--- config.mk ---
export PLATFORM = sky130hd
export DESIGN_NAME = uart_ram_loader_flat
export DESIGN_NICKNAME = d
export VERILOG_FILES = /design/src/rtl/loader_pkg.sv /design/src/rtl/loader_if.sv /design/src/rtl/loader_word_asm.sv /design/src/rtl/uart_ram_loader.sv /design/src/flat_wrapper.sv
export SDC_FILE = /design/constraint.sdc
export NUM_CORES = 1
export LEC_CHECK = 0
export CAP_MARGIN = 20
export CORE_ASPECT_RATIO = 1.4
export CORE_MARGIN = 5
export CORE_UTILIZATION = 30
export CTS_BUF_LIST = sky130_fd_sc_hd__clkbuf_8
export CTS_CLUSTER_SIZE = 20
export DETAILED_ROUTE_END_ITERATION = 16
export SLEW_MARGIN = 20
export SYNTH_ARGS = -nofsm -noshare
export SYNTH_HDL_FRONTEND = slang
export SYNTH_HIERARCHICAL = 1
export SYNTH_SLANG_ARGS = --single-unit
--- constraint.sdc ---
create_clock -name clk -period 2.5 [get_ports clk]
set_input_delay 0.5 -clock clk [delete_from_list [all_inputs] [get_ports clk]]
set_output_delay 0.5 -clock clk [all_outputs]
set_load 0.01 [all_outputs]
--- src/rtl/loader_pkg.sv ---
// Shared types and constants for the UART-to-RAM boot loader.
package loader_pkg;

  typedef enum logic [2:0] {
    LEN,
    DATA,
    WR,
    FIN,
    CHK,
    DONE,
    ERR
  } loader_state_e;

  localparam int         LEN_BYTES  = 4;
  localparam int         WORD_BYTES = 4;
  localparam logic [3:0] WORD_MASK  = 4'b1111;

endpackage

--- src/rtl/loader_if.sv ---
// Byte-stream handshake from the UART RX path plus the RAM write bus driven by the loader.
interface loader_if;

  logic        rx_valid_in;
  logic [7:0]  rx_data_in;
  logic        rx_ready_out;
  logic [31:0] address_out;
  logic        sel_out;
  logic [3:0]  write_mask_out;
  logic [31:0] write_value_out;

  modport master (
    input  rx_valid_in,
    input  rx_data_in,
    output rx_ready_out,
    output address_out,
    output sel_out,
    output write_mask_out,
    output write_value_out
  );

  modport slave (
    output rx_valid_in,
    output rx_data_in,
    input  rx_ready_out,
    input  address_out,
    input  sel_out,
    input  write_mask_out,
    input  write_value_out
  );

endinterface

--- src/rtl/loader_word_asm.sv ---
// Collects little-endian bytes into 32-bit words; the first byte received lands in bits 7:0.
module loader_word_asm
  import loader_pkg::*;
(
  input  logic        clk,
  input  logic        reset,
  input  logic        byte_valid,
  input  logic [7:0]  byte_data,
  output logic        word_valid,
  output logic [31:0] word
);

  logic [1:0]  byte_idx_q;
  logic [23:0] lanes_q;

  // The fourth byte bypasses the lane register so the word is ready in the accepting cycle.
  assign word_valid = byte_valid && (byte_idx_q == 2'(WORD_BYTES - 1));
  assign word       = {byte_data, lanes_q};

  always_ff @(posedge clk) begin
    if (reset) begin
      byte_idx_q <= '0;
      lanes_q    <= '0;
    end else if (byte_valid) begin
      byte_idx_q <= byte_idx_q + 2'd1;
      lanes_q    <= {byte_data, lanes_q[23:8]};
    end
  end

endmodule

--- src/rtl/uart_ram_loader.sv ---
// Boot loader: length-prefixed UART byte image -> program RAM writes, then CPU reset release.
// Defining LOADER_CHECKSUM_EN adds a trailing XOR checksum byte verified before completion.
module uart_ram_loader
  import loader_pkg::*;
#(
  parameter logic [31:0] BASE_ADDR = 32'h0000_0000,
  parameter int          MAX_WORDS = 2048
) (
  input  logic     clk,
  input  logic     reset,
  loader_if.master bus,
  output logic     done_out,
  output logic     error_out,
  output logic     cpu_reset_out
);

  localparam int          CW    = $clog2(MAX_WORDS + 1);
  localparam logic [31:0] MAX_N = 32'(MAX_WORDS);

  loader_state_e state_q, state_d;
  logic          ready_q, ready_d;
  logic [1:0]    len_idx_q;
  logic [31:0]   n_words_q;
  logic [CW-1:0] word_cnt_q;
  logic [CW-1:0] word_cnt_inc;
  logic [31:0]   addr_q;
  logic          sel_q;
  logic [3:0]    mask_q;
  logic [31:0]   value_q;
  logic          accept;
  logic [31:0]   len_full;
  logic          word_valid;
  logic [31:0]   word;

`ifdef LOADER_CHECKSUM_EN
  logic [7:0]    xor_q;
`endif

  assign accept       = bus.rx_valid_in && ready_q;
  assign len_full     = {bus.rx_data_in, n_words_q[31:8]};
  assign word_cnt_inc = word_cnt_q + CW'(1);

  loader_word_asm u_word_asm (
    .clk        (clk),
    .reset      (reset),
    .byte_valid (accept && (state_q == DATA)),
    .byte_data  (bus.rx_data_in),
    .word_valid (word_valid),
    .word       (word)
  );

  always_comb begin
    state_d = state_q;
    unique case (state_q)
      LEN: begin
        if (accept && (len_idx_q == 2'(LEN_BYTES - 1))) begin
          if (len_full > MAX_N)       state_d = ERR;
          else if (len_full == '0)    state_d = FIN;
          else                        state_d = DATA;
        end
      end
      DATA: begin
        if (word_valid) state_d = WR;
      end
      WR: begin
        if (32'(word_cnt_inc) == n_words_q) state_d = FIN;
        else                                state_d = DATA;
      end
      FIN: begin
`ifdef LOADER_CHECKSUM_EN
        state_d = CHK;
`else
        state_d = DONE;
`endif
      end
`ifdef LOADER_CHECKSUM_EN
      CHK: begin
        if (accept) state_d = (bus.rx_data_in == xor_q) ? DONE : ERR;
      end
`endif
      DONE:    state_d = DONE;
      ERR:     state_d = ERR;
      default: state_d = ERR;
    endcase
    // Ready is registered alongside the state so it is low during the write strobe and FIN.
    ready_d = (state_d != WR) && (state_d != FIN);
  end

  always_ff @(posedge clk) begin
    if (reset) begin
      state_q    <= LEN;
      ready_q    <= 1'b0;
      len_idx_q  <= '0;
      n_words_q  <= '0;
      word_cnt_q <= '0;
      addr_q     <= BASE_ADDR;
      sel_q      <= 1'b0;
      mask_q     <= '0;
      value_q    <= '0;
    end else begin
      state_q <= state_d;
      ready_q <= ready_d;
      sel_q   <= 1'b0;
      mask_q  <= '0;
      value_q <= '0;
      if ((state_q == LEN) && accept) begin
        n_words_q <= len_full;
        len_idx_q <= len_idx_q + 2'd1;
      end
      if ((state_q == DATA) && word_valid) begin
        sel_q   <= 1'b1;
        mask_q  <= WORD_MASK;
        value_q <= word;
      end
      if (state_q == WR) begin
        addr_q     <= addr_q + 32'd4;
        word_cnt_q <= word_cnt_inc;
      end
    end
  end

`ifdef LOADER_CHECKSUM_EN
  // Only payload bytes feed the checksum; the length prefix is excluded.
  always_ff @(posedge clk) begin
    if (reset)                            xor_q <= '0;
    else if ((state_q == DATA) && accept) xor_q <= xor_q ^ bus.rx_data_in;
  end
`endif

  assign bus.rx_ready_out    = ready_q;
  assign bus.address_out     = addr_q;
  assign bus.sel_out         = sel_q;
  assign bus.write_mask_out  = mask_q;
  assign bus.write_value_out = value_q;

  assign done_out      = (state_q == DONE);
  assign error_out     = (state_q == ERR);
  assign cpu_reset_out = (state_q != DONE);

endmodule
--- src/flat_wrapper.sv ---
// flat-port wrapper written by rule: the top's interface ports become plain ports
module uart_ram_loader_flat import loader_pkg::*;
#(
  parameter logic [31:0] BASE_ADDR = 32'h0000_0000,
  parameter int          MAX_WORDS = 2048
)
  (clk, reset, done_out, error_out, cpu_reset_out, bus_rx_valid_in, bus_rx_data_in, bus_rx_ready_out, bus_address_out, bus_sel_out, bus_write_mask_out, bus_write_value_out);
  loader_if bus_i ();
  input  logic clk;
  input  logic reset;
  output logic done_out;
  output logic error_out;
  output logic cpu_reset_out;
  input wire logic [$bits(bus_i.rx_valid_in)-1:0] bus_rx_valid_in;
  input wire logic [$bits(bus_i.rx_data_in)-1:0] bus_rx_data_in;
  output wire logic [$bits(bus_i.rx_ready_out)-1:0] bus_rx_ready_out;
  output wire logic [$bits(bus_i.address_out)-1:0] bus_address_out;
  output wire logic [$bits(bus_i.sel_out)-1:0] bus_sel_out;
  output wire logic [$bits(bus_i.write_mask_out)-1:0] bus_write_mask_out;
  output wire logic [$bits(bus_i.write_value_out)-1:0] bus_write_value_out;
  assign bus_i.rx_valid_in = bus_rx_valid_in;
  assign bus_i.rx_data_in = bus_rx_data_in;
  assign bus_rx_ready_out = bus_i.rx_ready_out;
  assign bus_address_out = bus_i.address_out;
  assign bus_sel_out = bus_i.sel_out;
  assign bus_write_mask_out = bus_i.write_mask_out;
  assign bus_write_value_out = bus_i.write_value_out;
  uart_ram_loader #(.BASE_ADDR(BASE_ADDR), .MAX_WORDS(MAX_WORDS)) u_core (.clk(clk), .reset(reset), .bus(bus_i), .done_out(done_out), .error_out(error_out), .cpu_reset_out(cpu_reset_out));
endmodule
-- Word level (Yosys, flattened, before mapping)
Cells that the tools add are included.
- flip-flop bits (word level): 145
- output and inout bits: 73
- $add $sub $neg: 4
- magnitude comparators: 1
- equal/unequal tests: 11
- mux-type cells: 8
- bitwise gates (word level): 1
- reductions and logical operators: 11
- operators by type and width (kind ; count):
    adder 32 x 3 -> 32 bit (second input constant) ; 1
    equality test 12 x 32 -> 1 bit ; 1
    greater-than comparator 32 x 12 -> 1 bit (second input constant) ; 1
    zero test 32 bit ; 1
    adder 12 x 1 -> 12 bit (second input constant) ; 1
    case mux 3 bit (4 select lines) ; 1
    two-way mux 3 bit ; 3
    logical AND 1 bit ; 7
    equality test 3 x 2 -> 1 bit (second input constant) ; 2
    equality test 3 bit (second input constant) ; 2
    != test 3 x 2 -> 1 bit (second input constant) ; 2
    adder 2 x 1 -> 2 bit (second input constant) ; 2
    equality test 2 bit (second input constant) ; 2
    two-way mux 2 bit ; 2
    two-way mux 4 bit ; 1
    OR reduction 2 bit ; 2
    equality test 3 x 1 -> 1 bit (second input constant) ; 1
    zero test 3 bit ; 1
    != test 3 bit (second input constant) ; 1
    two-way mux 1 bit ; 1
    NOT 1 bit ; 1

-- Longest topological paths before layout
- depth in word-level cells: 7
- gate-level depth with buffers: 10
- depth with buffers taken out: 8

-- Cells and area by module
Netlist, hierarchy kept.
- by module, submodules not included (module ; instances ; cells an instance ; area each (um2) ; sequential area each (um2)):
    uart_ram_loader ; 1 ; 529 ; 4599.4 ; 2262.2
    loader_word_asm ; 1 ; 94 ; 1023.5 ; 520.5

-- Worst setup path before layout
Ideal clock, no wire load.
- path kind: in2reg
- from: in bus_rx_valid_in
- to: reg u_core.value_q[22], in the netlist u_core/bus.write_value_out[22]
- arrival: 2.083 ns
- required time: 2.441 ns
- path slack: 0.358 ns
- stages on the path: 9
- buffers on the path: 3
- cells stage by stage: nand2_1 -> nor4b_1 -> buf_6 -> buf_12 -> and2_1 -> nand2b_1 -> nor3_1 -> clkbuf_1 -> and2_1
- cells in the longest elaborated chain, start to end: 6
- RTL lines (item ; RTL line ; RTL):
    from (decl) ; flat_wrapper.sv:14 ; input wire logic [$bits(bus_i.rx_valid_in)-1:0] bus_rx_valid_in;
    logical AND 1 bit ; uart_ram_loader.sv:39 ; assign accept = bus.rx_valid_in && ready_q;
    logical AND 1 bit ; uart_ram_loader.sv:46 ; .byte_valid (accept && (state_q == DATA)),
    logical AND 1 bit ; loader_word_asm.sv:17 ; assign word_valid = byte_valid && (byte_idx_q == 2'(WORD_BYTES - 1));
    via u_core.word_valid ; uart_ram_loader.sv:32 ; logic word_valid;
    logical AND 1 bit ; uart_ram_loader.sv:110 ; if ((state_q == DATA) && word_valid) begin
    NOT 1 bit (no line) ; -- ;
    OR reduction 2 bit (no line) ; -- ;
    to (signal assigned) ; uart_ram_loader.sv:113 ; value_q <= word;
    to (decl) ; uart_ram_loader.sv:29 ; logic [31:0] value_q;
The timed path passes the listed nets, and every way through them passes these cells.
A chain may end at the register's enable or synchronous reset.

-- Final worst setup path
- from: reg u_core.state_q[1]
- to: out done_out
- cells in the longest elaborated chain, start to end: 1
- RTL lines (item ; RTL line ; RTL):
    from (decl) ; uart_ram_loader.sv:20 ; loader_state_e state_q, state_d;
    from (signal assigned) ; uart_ram_loader.sv:101 ; state_q <= state_d;
    equality test 3 bit ; uart_ram_loader.sv:136 ; assign done_out = (state_q == DONE);
    to (decl) ; flat_wrapper.sv:11 ; output logic done_out;
No other way between the ends.

==> run metrics <==
Clock Path Buffers=2; TritonRoute pass-1 iters=6; largest cells by area after synthesis=dfxtp_1, nand2_1, xor2_1; Hold Worst Slack=roughly 460 ps; area leader, netlist=dfxtp_1; total CTS buffers=17; clk sinks=roughly 140; actual slew at the worst max-slew pin=595.4 ps; Crit Path Max Fanout=7; max_cap viols=0; CP peak stage delay=~520 ps; post-synthesis mux area share=between 4 and 5%; placed cell count=between 900 and 1k; largest family of logic cells by synthesized area=simple AND/OR/NAND/NOR gates; min Tclk post-route=around 2300 ps; pwr dens=591.2 mW/mm^2; Simple-Gate Fraction of Synth Area=about 25%; Buffers on Ports=81; Mapped Cells=around 620; routability congestion estimate=0.7741; area occupied by multi-input gates=between 0.002 and 0.003 sq mm; ant diodes=0; Critical Path RT=roughly 2000 ps; Synth Register Bits=about 140; Worst slew margin=approximately 60%; Synth Area in Compound Gates=approximately 5.9%; crit path launch type=flop; sequential area share after synthesis=between 40% and 50%; number of DRC markers in iteration 0=between 100 and 150; Hold Crit Class=flop to flop; Post-synth EDFFs=0; clock transition at the registers of the reported paths=70 ps; Core Area=approximately 0.019 sq mm; Area Growth Syn to Fin=26.12%; layout cells sized above 1=approximately 9.0%; synthesized area=around 0.0056 sq mm; Die Ht=roughly 170 um; final hold vios=0; Worst EP arrival=between 1500 and 2000 ps; GR Util All Layers=11.79%; DPL Wire Length=8605 um; drt drc=0; num rows=59; Post-synth ARST share=0%; Crit. End Element=output pin; Worst path slowest cell=clkdlybuf4s50_1; FF/Latch Area=around 0.0028 sq mm; wirelength, routed=roughly 12000 um; Initial Util=30.35%; htree depth=4; Die Area=0.02162 sq mm; Main synth FF type=dfxtp_1; Overflow after GRT=0; Layout fillers=1884; Post-Synth XOR/XNOR Area=~8.6%; Ys Warns=6; peak supply drop=~0.32 mV; Slew Limit Fails=0; I/O pin total=84; Routed WL per cell=around 13 um; die width=~130 um; unrepaired setup endpoints after global routing=false; vias in the first global route=between 4k and 5k; fmax=between 400 and 500 MHz; Finished Layout Cells=956; Worst-Skew Late Latency=around 430 ps; CTS tree=built; final setup fails=0; crit-path cells=buf_4, nor2b_1, nand2_1, inv_1, clkdlybuf4s50_1; Fin Setup TNS=0 ps; first-pass GRT wire length=about 21000 um; Routed Antenna Nets=0; Synth Area in Adders=under 10%; mean number of vias per cell=around 4.5; fin nets=around 720; crit share post-route=between 90% and 100%; count of different cell masters after synthesis=about 50; Post-Syn Area per Cell=9.026 sq um; Worst Clk Skew=approximately 7.9 ps; status=finished, final reports clean; final core occ=between 30% and 40%; Lkg Pwr=~2.5 nW; post-synth top area share=~49%; Setup CP Type=flop to output pin; Root Buffer=clkbuf_8; initial antenna violation count=0; CTS Hold Bufs=0; vias post-DR=4308; largest net degree at the start of global routing=57
==> worst max-delay path, delay by kind of cell (launching register included) <==
family,cells,cell delay [ps]
and+or+nand+nor,2,280
buffers and inverters,3,760
DFF,1,340
==> per-layer routing <==
layer | part of all wire, % | track usage [%] | vias up
met3 | 4.8 | 3.832 | 15
li1 | - | - | 2204
met5 | 0 | 0 | -
met2 | 50 | 20.10 | 69
met4 | 1.9 | 5.142 | 0
met1 | 44 | 13.60 | 2020
==> flip-flops by register name, indices dropped and copies added (netlist names) <==
register,cells
u_core/bus.write_value_out,32
u_core/bus.rx_ready_out,1
u_core/bus.address_out,30
u_core/len_idx_q,2
u_core/bus.write_mask_out,1
u_core/u_word_asm/lanes_q,24
u_core/state_q,3
u_core/u_word_asm/byte_idx_q,2
u_core/word_cnt_q,12
u_core/n_words_q,32
==> metrics by stage <==
stage / instance area [sq um] / power, mW / worst slack [ps]
2_1_floorplan: 5627 / 2.364 / 357.6
3_3_place_gp: 6680 / 2.417 / 166.6
3_5_place_dp: 6680 / 2.417 / 118.8
4_1_cts: 7086 / 4.270 / 31.72
5_1_grt: 7092 / 4.362 / 23.14
6_report: 7092 / 4.193 / 188.8
==> Yosys cell counts (4+ instances only) <==
cell / number
and2_1: 35
buf_4: 15
o21ai_0: 6
ha_1: 4
nand3_1: 20
xor2_1: 33
mux2i_1: 25
or3_1: 7
nor2_1: 74
and4_1: 4
inv_1: 8
a21oi_1: 41
nor3_1: 9
nor2b_1: 5
buf_2: 4
nor4_1: 9
clkbuf_1: 23
dfxtp_1: 139
nand4_1: 11
xnor2_1: 22
nand2_1: 95
==> final timing paths <==
path	startpoint	to	slack [ps]	cells past startpoint
worst max-delay path	u_core/state_q[1]$_SDFF_PP0_	done_out	190	5
worst min-delay path	u_core/len_idx_q[1]$_SDFFE_PP0P_	u_core/len_idx_q[1]$_SDFFE_PP0P_	460	2
worst max register to register	u_core/n_words_q[28]$_SDFFE_PP0P_	u_core/state_q[1]$_SDFF_PP0_	250	7
worst min register to register	u_core/len_idx_q[1]$_SDFFE_PP0P_	u_core/len_idx_q[1]$_SDFFE_PP0P_	460	2
==> layout by cell type, fill, tap and decap left out, drive strengths merged, types with 3 or more instances in the layout <==
cell	n
nand2	95
or3	7
clkdlybuf4s50	80
buf	23
mux2i	25
nand3	20
and4	4
clkbuf	23
dfxtp	139
nand4	11
nor2	75
xor2	33
nor4b	3
nor2b	5
nor3	10
ha	4
and2	35
a21oi	41
nor4	11
xnor2	22
o21ai	6
inv	9
==> repair_timing <==
item,4_1_cts,5_1_grt
gates resized for setup,0,2
endpoints found under the setup margin,0,3
buffers inserted,0,0
==> area by class of cell <==
cell class | count | area share [%]
inverter | 8 | 0.4234
clock inverter | 7 | 1.253
multi-input combinational | 432 | 36.22
sequential | 139 | 39.26
clock buffer | 23 | 4.464
tap | 244 | 4.305
timing repair buffer | 103 | 14.08
==> where the power goes <==
group	switching, mW	total (mW)	internal [mW]
sequential	0.00996	2.24	2.23
clock	0.798	1.83	1.03
combinational	0.0813	0.130	0.0485
==> logic make-up (layout without fill, tap and decap cells) <==
group | after synthesis | after routing
multiplexers | 25 | 25
buffers and inverters | 53 | 141
AO/OA/AOI/OAI | 58 | 58
AND/OR/NAND/NOR | 287 | 287
adder cells (fa/ha/maj) | 5 | 5
XOR/XNOR | 55 | 55
flip-flops | 139 | 139
other | 1 | 2
(Power assumes the default switching activity.)
